## config.mk

```make
export PLATFORM = sky130hd
export DESIGN_NAME = dmem_arbiter_flat
export DESIGN_NICKNAME = d
export VERILOG_FILES = /design/src/rtl/dmem_arb_pkg.sv /design/src/rtl/dmem_arbiter_if.sv /design/src/rtl/dmem_arbiter_rr_picker.sv /design/src/rtl/dmem_arbiter.sv /design/src/flat_wrapper.sv
export SDC_FILE = /design/constraint.sdc
export NUM_CORES = 1
export LEC_CHECK = 0
export CORE_MARGIN = 2
export CORE_UTILIZATION = 26
export CTS_BUF_LIST = sky130_fd_sc_hd__clkbuf_2 sky130_fd_sc_hd__clkbuf_4 sky130_fd_sc_hd__clkbuf_8
export DETAILED_ROUTE_END_ITERATION = 10
export GPL_TIMING_DRIVEN = 0
export PLACE_DENSITY = 0.74
export SLEW_MARGIN = 30
export SYNTH_ARGS = -nofsm -noshare
export SYNTH_HDL_FRONTEND = slang
export SYNTH_SLANG_ARGS = --single-unit
```

## constraint.sdc

```tcl
create_clock -name clk -period 1.73 [get_ports clk]
set_clock_uncertainty 0.05 [all_clocks]
set_input_delay 0.4325 -clock clk [delete_from_list [all_inputs] [get_ports clk]]
set_output_delay 0.4325 -clock clk [all_outputs]
set_load 0.01 [all_outputs]
```

## src/rtl/dmem_arb_pkg.sv

```systemverilog
// Shared types and defaults for the data-memory arbiter and its sub-blocks.
package dmem_arb_pkg;

  localparam int unsigned NumCoresDef = 4;
  localparam int unsigned DataWDef    = 16;
  localparam int unsigned AddrWDef    = 16;

  typedef enum logic [1:0] {
    StIdle,
    StAccess,
    StResp
  } arb_state_e;

  // Width of a core index; never narrower than one bit.
  function automatic int unsigned idx_width(input int unsigned n);
    return (n > 1) ? $clog2(n) : 1;
  endfunction

endpackage

```

## src/rtl/dmem_arbiter_if.sv

```systemverilog
// Core-side request bundle plus the shared DRAM port seen by the arbiter.
interface dmem_arbiter_if
  import dmem_arb_pkg::*;
#(
  parameter int unsigned NUM_CORES = NumCoresDef,
  parameter int unsigned DATA_W    = DataWDef,
  parameter int unsigned ADDR_W    = AddrWDef
);

  logic [NUM_CORES-1:0]        req;
  logic [NUM_CORES-1:0]        we;
  logic [NUM_CORES*ADDR_W-1:0] addr;
  logic [NUM_CORES*DATA_W-1:0] wdata;
  logic [NUM_CORES-1:0]        gnt;
  logic [NUM_CORES-1:0]        ack;
  logic [DATA_W-1:0]           rdata;
  logic [ADDR_W-1:0]           mem_addr;
  logic [DATA_W-1:0]           mem_wdata;
  logic                        mem_we;
  logic [DATA_W-1:0]           mem_rdata;

  // Environment side: cores and the DRAM.
  modport master (
    output req, we, addr, wdata, mem_rdata,
    input  gnt, ack, rdata, mem_addr, mem_wdata, mem_we
  );

  // Arbiter side.
  modport slave (
    input  req, we, addr, wdata, mem_rdata,
    output gnt, ack, rdata, mem_addr, mem_wdata, mem_we
  );

endinterface

```

## src/rtl/dmem_arbiter_rr_picker.sv

```systemverilog
// Combinational round-robin picker: first asserted request at or above the pointer, wrapping.
module rr_picker #(
  parameter int unsigned NUM_CORES = 4,
  parameter int unsigned IDX_W     = 2
) (
  input  logic [NUM_CORES-1:0] i_req,
  input  logic [IDX_W-1:0]     i_rr_ptr,
  output logic                 o_valid,
  output logic [IDX_W-1:0]     o_idx
);

  always_comb begin
    int unsigned cand;
    logic [IDX_W-1:0] cand_idx;
    o_valid  = 1'b0;
    o_idx    = '0;
    cand     = 0;
    cand_idx = '0;
    for (int unsigned i = 0; i < NUM_CORES; i++) begin
      cand = 32'(i_rr_ptr) + i;
      if (cand >= NUM_CORES) begin
        cand = cand - NUM_CORES;
      end
      cand_idx = IDX_W'(cand);
      if (!o_valid && i_req[cand_idx]) begin
        o_valid = 1'b1;
        o_idx   = cand_idx;
      end
    end
  end

endmodule

```

## src/rtl/dmem_arbiter.sv

```systemverilog
// Round-robin arbiter serialising core accesses onto one registered-read DRAM port.
module dmem_arbiter
  import dmem_arb_pkg::*;
#(
  parameter int unsigned NUM_CORES = NumCoresDef,
  parameter int unsigned DATA_W    = DataWDef,
  parameter int unsigned ADDR_W    = AddrWDef
) (
  input logic           clk,
  input logic           rst_n,
  dmem_arbiter_if.slave bus
);

  localparam int unsigned IdxW = idx_width(NUM_CORES);

  arb_state_e           r_state;
  arb_state_e           w_state_nxt;
  logic [IdxW-1:0]      r_idx;
  logic [IdxW-1:0]      r_rr_ptr;
  logic                 r_we;
  logic [ADDR_W-1:0]    r_addr;
  logic [DATA_W-1:0]    r_wdata;
  logic [DATA_W-1:0]    r_rdata;
  logic                 w_pick_valid;
  logic [IdxW-1:0]      w_pick_idx;
  logic [NUM_CORES-1:0] w_onehot;

  rr_picker #(
    .NUM_CORES(NUM_CORES),
    .IDX_W    (IdxW)
  ) u_rr_picker (
    .i_req   (bus.req),
    .i_rr_ptr(r_rr_ptr),
    .o_valid (w_pick_valid),
    .o_idx   (w_pick_idx)
  );

  always_comb begin
    w_state_nxt = r_state;
    w_onehot    = NUM_CORES'(1) << r_idx;
    bus.gnt     = '0;
    bus.ack     = '0;
    bus.mem_we  = 1'b0;
    unique case (r_state)
      StIdle: begin
        if (w_pick_valid) begin
          w_state_nxt = StAccess;
        end
      end
      StAccess: begin
        bus.gnt     = w_onehot;
        bus.mem_we  = r_we;
        w_state_nxt = StResp;
      end
      StResp: begin
        bus.gnt     = w_onehot;
        bus.ack     = w_onehot;
        w_state_nxt = StIdle;
      end
      default: w_state_nxt = StIdle;
    endcase
  end

  // Address/data come straight from the capture registers so they clear with reset.
  assign bus.mem_addr  = r_addr;
  assign bus.mem_wdata = r_wdata;
  assign bus.rdata     = r_rdata;

  always_ff @(posedge clk or negedge rst_n) begin
    if (!rst_n) begin
      r_state  <= StIdle;
      r_idx    <= '0;
      r_rr_ptr <= '0;
      r_we     <= 1'b0;
      r_addr   <= '0;
      r_wdata  <= '0;
      r_rdata  <= '0;
    end else begin
      r_state <= w_state_nxt;
      unique case (r_state)
        StIdle: begin
          if (w_pick_valid) begin
            r_idx   <= w_pick_idx;
            r_we    <= bus.we[w_pick_idx];
            r_addr  <= bus.addr[w_pick_idx*ADDR_W +: ADDR_W];
            r_wdata <= bus.wdata[w_pick_idx*DATA_W +: DATA_W];
          end
        end
        StAccess: begin
          if (!r_we) begin
            r_rdata <= bus.mem_rdata;
          end
        end
        StResp: begin
          r_rr_ptr <= (r_idx == IdxW'(NUM_CORES - 1)) ? '0 : r_idx + 1'b1;
        end
        default: ;
      endcase
    end
  end

endmodule

```

## src/flat_wrapper.sv

```systemverilog
// flat-port wrapper written by rule: the top's interface ports become plain ports
module dmem_arbiter_flat import dmem_arb_pkg::*;
#(
  parameter int unsigned NUM_CORES = NumCoresDef,
  parameter int unsigned DATA_W    = DataWDef,
  parameter int unsigned ADDR_W    = AddrWDef
)
  (clk, rst_n, bus_req, bus_we, bus_addr, bus_wdata, bus_mem_rdata, bus_gnt, bus_ack, bus_rdata, bus_mem_addr, bus_mem_wdata, bus_mem_we);
  dmem_arbiter_if #(.NUM_CORES(NUM_CORES), .DATA_W(DATA_W), .ADDR_W(ADDR_W)) bus_i ();
  input logic clk;
  input logic rst_n;
  input wire logic [$bits(bus_i.req)-1:0] bus_req;
  input wire logic [$bits(bus_i.we)-1:0] bus_we;
  input wire logic [$bits(bus_i.addr)-1:0] bus_addr;
  input wire logic [$bits(bus_i.wdata)-1:0] bus_wdata;
  input wire logic [$bits(bus_i.mem_rdata)-1:0] bus_mem_rdata;
  output wire logic [$bits(bus_i.gnt)-1:0] bus_gnt;
  output wire logic [$bits(bus_i.ack)-1:0] bus_ack;
  output wire logic [$bits(bus_i.rdata)-1:0] bus_rdata;
  output wire logic [$bits(bus_i.mem_addr)-1:0] bus_mem_addr;
  output wire logic [$bits(bus_i.mem_wdata)-1:0] bus_mem_wdata;
  output wire logic [$bits(bus_i.mem_we)-1:0] bus_mem_we;
  assign bus_i.req = bus_req;
  assign bus_i.we = bus_we;
  assign bus_i.addr = bus_addr;
  assign bus_i.wdata = bus_wdata;
  assign bus_i.mem_rdata = bus_mem_rdata;
  assign bus_gnt = bus_i.gnt;
  assign bus_ack = bus_i.ack;
  assign bus_rdata = bus_i.rdata;
  assign bus_mem_addr = bus_i.mem_addr;
  assign bus_mem_wdata = bus_i.mem_wdata;
  assign bus_mem_we = bus_i.mem_we;
  dmem_arbiter #(.NUM_CORES(NUM_CORES), .DATA_W(DATA_W), .ADDR_W(ADDR_W)) u_core (.clk(clk), .rst_n(rst_n), .bus(bus_i));
endmodule
```

Yosys cells after proc, flatten, opt, wreduce, memory -nomap -nowiden. Cells that the tools add are included. Widths: inputs -> output; s select.

Flip-flop bits (word level): 55. Word-level logic and storage cells: 70.

Reduce and logical (&&, ||, !) cells: 10. Equal/unequal tests: 4. Mux-type cells: 28. Order comparisons: 9. Bitwise gates (word level): 1. Shift-type cells: 3. Add/sub/neg operators: 8.

Operator list (count): $shiftx 64x7->16 (2); $mux 2 (10); $lt 2x3->1 const B (5); $bmux 1 s2 (5); $mux 1 (10); $ge 3x3->1 const B (3); $mux 4 (2); $sub 2x1->2 const B (4); $add 2x2->3 const B (2); $eq 2x2->1 const B (2); $pmux 2 s2 (1); $reduce_and 2->1 (2); $shl 1x2->4 const A (1); $add 2x1->3 const B (1); $ge 2x3->1 const B (1); $logic_and 1x1->1 (3); $logic_not 1->1 (3); $add 2x1->2 const B (1); $eq 2x1->1 const B (1); $logic_not 2->1 (1); $ne 2x2->1 const B (1); $reduce_or 2->1 (1); $not 1->1 (1).

Depth between registers and ports, before layout. Gate-level depths: netlist of the first run.

Depth in word-level cells: 16. Gate-level depth with buffers: 7. Gate-level depth less buffers: 5.

By module. A second synthesis of the first run with hierarchy kept.

Cell total of the unflattened synthesis: 200. Area, all modules: 3264.4 um^2.

Modules (own cells, without submodules): dmem_arbiter (area an instance 3186.8 um^2, times used 1, cells each 185, sequential area each 1376.3 um^2); rr_picker (area an instance 77.6 um^2, times used 1, cells each 15, sequential area each 0.0 um^2).

Worst setup path before layout of the first run. OpenSTA, ideal clock, no wires.

Kind: register -> register. From: register u_core.r_state[1]. To: register u_core.r_rdata[0], in the netlist u_core.bus.rdata[0]. Buffers on the path: 2. Arrival: 1554 ps. Cell stages (with the launch flop): 7. Setup slack: 1 ps. Library setup time: 125 ps. Data required time: 1555 ps. Cell sequence: dfrtp_1 > inv_1 > ha_1 > nor2b_1 > clkbuf_1 > buf_2 > mux2_2.

Word-level cells in the longest chain between the ends: 2.

Ends and longest elaborated chain: from (decl) (line dmem_arbiter.sv:16) `arb_state_e r_state;`; from (signal assigned) (line dmem_arbiter.sv:71) `r_state <= StIdle;`; from (signal assigned) (line dmem_arbiter.sv:79) `r_state <= w_state_nxt;`; $eq 2x1->1 (line dmem_arbiter.sv:80) `unique case (r_state)`; $reduce_and 2->1 (no line); to (signal assigned) (line dmem_arbiter.sv:91) `r_rdata <= bus.mem_rdata;`; to (decl) (line dmem_arbiter.sv:23) `logic [DATA_W-1:0] r_rdata;`.

No other way between the ends. A chain may end at the register's enable or synchronous reset.

Worst setup path after layout of the first run.
From: input bus_req[0]. To: register u_core.r_wdata[10], in the netlist u_core.bus.mem_wdata[10].

Word-level cells in the longest chain between the ends: 13. Elaborated cells on any way between the ends: 24.

Ends and longest elaborated chain: from (decl) (line flat_wrapper.sv:12) `input wire logic [$bits(bus_i.req)-1:0] bus_req;`; $bmux 1 s2 (line dmem_arbiter_rr_picker.sv:25) `if (!o_valid && i_req[cand_idx]) begin`; $mux 1 (implied by the code) (line dmem_arbiter_rr_picker.sv:25); $mux 1 (line dmem_arbiter_rr_picker.sv:25); $logic_not 1->1 (line dmem_arbiter_rr_picker.sv:25); $logic_and 1x1->1 (line dmem_arbiter_rr_picker.sv:25); $mux 1 (line dmem_arbiter_rr_picker.sv:25); $logic_not 1->1 (line dmem_arbiter_rr_picker.sv:25); $logic_and 1x1->1 (line dmem_arbiter_rr_picker.sv:25); $mux 1 (line dmem_arbiter_rr_picker.sv:25); $logic_not 1->1 (line dmem_arbiter_rr_picker.sv:25); $logic_and 1x1->1 (line dmem_arbiter_rr_picker.sv:25); $mux 2 / $mux 1 (equally long branches) (line dmem_arbiter_rr_picker.sv:25); $shiftx 64x7->16 / $reduce_and 2->1 (equally long branches); to (signal assigned) (line dmem_arbiter.sv:86) `r_wdata <= bus.wdata[w_pick_idx*DATA_W +: DATA_W];`; to (decl) (line dmem_arbiter.sv:22) `logic [DATA_W-1:0] r_wdata;`.

Parallel ways exist; a longest one is shown, timed or not. The select of a mux whose other input is x is not followed.

==> reports/metrics.csv, run 1 <==
metric,value,unit
gp_congestion,0.794,
synth_cells,273,
max_slew_margin,0.695,
crit_path_cell_trace,"clkdlybuf4s50_1, nor2_2, a211oi_1, nor2_1, or2_1, buf_6, buf_8, o221ai_1",
wirelength,12000,um
synth-compound-area-share,0.109,
root_buffer,clkbuf_8,
wl_per_cell,17.9,um
synth_area,0.00317,mm2
synth_xor_xnor_area_share,0,
tightest_slew,0.458,ns
multi_input_area,0.00195,mm2
min_path_cells,2,
synth_area_leaders,"dfrtp_1 43%, mux2i_1 21%, o221ai_1 9.1%",
synthAdderAreaFrac,0.0315,
synthToLayoutAreaGrowth,103,%
status,finished with violations,
final_common_cell,clkdlybuf4s50_1,
dp_hpwl,8840,um
design.die.area,0.0131,mm2
period_share,1.05,
grt_pass1_wl,17900,um
critPathBufInv,3,
syn_nets,435,
synth-seq-cells,55,
slew_viol_final,0,
path_clk_slew,0.10,ns
drive_gt1_frac,0.272,
synth_top_family_by_area,multiplexers,
ant_nets,0,
cp_top_family,buffers and inverters,
cts_made_buffers,5,
cp_max_fo,10,
rows,40,
dp_cells,631,
clock_latency,0.32,ns
die_w,114,um
slowest_delay,0.50,ns
antenna_cells,0,
h-tree-depth,2,
cp-start-kind,primary input,
end_kind,flop,
cpMaxStageDelayCell,clkdlybuf4s50_1,
cp.depth,8,
dieHeight,114,um
initial_core_util,0.265,
grt_max_degree,33,
synth_warnings,0,
antenna_found_initial,0,
seq_area_frac_synth,0.434,
yosysTopAreaCellShare,0.434,
overflow,0,
drc,0,
mostFrequentLayoutCells,"153 x clkdlybuf4s50_1, 53 x mux2i_1, 52 x dfrtp_1, 38 x nand2_1, 25 x dlygate4sd2_1",
pin_count,211,
setup_viol,42,
drt_first_pass_iters,4,
p_leak,3.02,nW
vias,3214,
fmax,548,MHz
core,0.0120,mm2
yosys.area_share.simple,0.0844,
violations,negative setup slack,
cts_max_path_buffers,2,
final_cells,670,
vias_per_cell,4.80,
hp-class,reg -> reg,
criticalPathCategory,in -> reg,
tns,-2.52,ns
cts_tree,done,
cts_sinks,55,
layout_setup_ws,-0.0935,ns
track_usage,0.176,
rsz0062_at_grt,yes,
grt_pass1_vias,3559,
final_net_count,684,
peakVddDrop,0.791,mV
drt_iter0_markers,99,
fin_crit,1.82,ns
maxCapViolCount,0,
whs,0.441,ns
cp.arrival,2.00,ns
yosysUniqueCellTypes,26,
cp.required,1.91,ns
r2r_cells,8,
synth_mux_area_frac,0.275,
seq_area,0.00138,mm2
synth_top_area_cell,dfrtp_1,
avgSynthCellArea,11.6,um2
port_buffers,210,
hold_viol,0,
fill_cells,996,
powerDensity,1520,mW/mm2
[timing repair]
item / in CTS / in global routing
buffers inserted: 18 / 8
endpoints found under the setup margin: 76 / 75
cloned: 2 / 3
hold buffers: 1 / 0
endpoints found under the hold margin: 23 / 0
pin swaps: 12 / 13
resized for setup: 117 / 85
[state kept, by name, indices dropped and copies added, names as in the netlist]
| signal | flops |
|---|---|
| u_core.bus.mem_wdata | 16 |
| u_core.bus.mem_addr | 16 |
| u_core.r_idx | 2 |
| u_core.r_state | 2 |
| u_core.bus.rdata | 16 |
| u_core.r_rr_ptr | 2 |
| u_core.r_we | 1 |
[worst register-to-register path, delay by kind of cell (launching register included)]
kind                   cells  cell delay, ns
AND/OR/NAND/NOR            1            0.15
multiplexers               1            0.18
AO/OA/AOI/OAI              3            0.44
buffers and inverters      3            0.42
flip-flops                 1            0.45
[cells in the mapped netlist, drive strengths merged]
| cell | number |
|---|---|
| mux2i | 67 |
| dfrtp | 55 |
| nand2 | 41 |
| o221ai | 33 |
| mux2 | 18 |
| buf | 13 |
| and2 | 9 |
| ha | 8 |
| clkbuf | 6 |
| inv | 4 |
| nor2 | 4 |
| nand2b | 2 |
| nand3 | 2 |
| o21ai | 2 |
| a211oi | 1 |
| a21o | 1 |
| a21oi | 1 |
| nor2b | 1 |
| nor3b | 1 |
| o211ai | 1 |
| o21a | 1 |
| o31ai | 1 |
| or2 | 1 |
[path summary, 6_finish.rpt]
check                                  startpoint                        to  slack (ns)
max                                    bus_req[0]  u_core.bus.mem_wdata[10]       -0.09
min                        u_core.bus.mem_addr[4]    u_core.bus.mem_addr[4]        0.44
max reg2reg                    u_core.r_rr_ptr[1]  u_core.bus.mem_wdata[10]       -0.09
min reg2reg                u_core.bus.mem_addr[4]    u_core.bus.mem_addr[4]        0.44
max in group asynchronous                   rst_n       u_core.bus.rdata[1]        0.65
min in group asynchronous                   rst_n   u_core.bus.mem_addr[11]        0.50
[power breakdown]
group          switching, mW  internal (mW)  leakage (nW)
combinational           2.77           3.66          2.29
sequential             0.383           1.95         0.665
clock                  0.453          0.595        0.0688
[through the flow]
step | cell area, um2 | power [mW] | utilization | setup WS (ns)
floorplan | 3170 | 5.05 | - | 0.00144
global placement | 5460 | 7.30 | 0.456 | -1.58
detailed placement | 5480 | 7.47 | 0.458 | -0.725
CTS | 5970 | 9.18 | 0.499 | -0.0738
global route | 6450 | 10.5 | 0.539 | -0.190
finish | 6450 | 9.82 | 0.539 | -0.0935
[area by class of cell]
type | instances | area share
plain buffers | 19 | 0.0429
multi-input cells | 195 | 0.302
clock buffers | 6 | 0.0118
inverters | 4 | 0.00271
flip-flops and latches | 55 | 0.214
clock inverters | 2 | 0.00931
repair buffers | 242 | 0.389
well taps | 147 | 0.0285
[routing by layer]
metal,share of wire,global-route usage,up-vias
met5,0,0,-
met4,0.0086,0.0358,0
met3,0.081,0.0566,8
met2,0.52,0.325,135
met1,0.39,0.197,1557
li1,-,-,1514
[logic make-up (layout without fill, tap and decap cells)]
kind of cell               count (synthesis)  after routing
AOI/OAI and AO/OA                         41             41
adders and majority gates                  8              8
buffers and inverters                     23            273
DFF                                       55             55
muxes                                     85             85
and+or+nand+nor                           61             61
Note: power is estimated with default switching activity, not from simulation.
==> run 2: changes to the inputs <==
--- a/config.mk
+++ b/config.mk
@@ -5,6 +5,7 @@
 export SDC_FILE = /design/constraint.sdc
 export NUM_CORES = 1
 export LEC_CHECK = 0
+export CAP_MARGIN = 20
 export CORE_MARGIN = 2
 export CORE_UTILIZATION = 26
 export CTS_BUF_LIST = sky130_fd_sc_hd__clkbuf_2 sky130_fd_sc_hd__clkbuf_4 sky130_fd_sc_hd__clkbuf_8
==> results of run 2 <==
No change in the layout: final DEF, timing and power equal those of run 1.
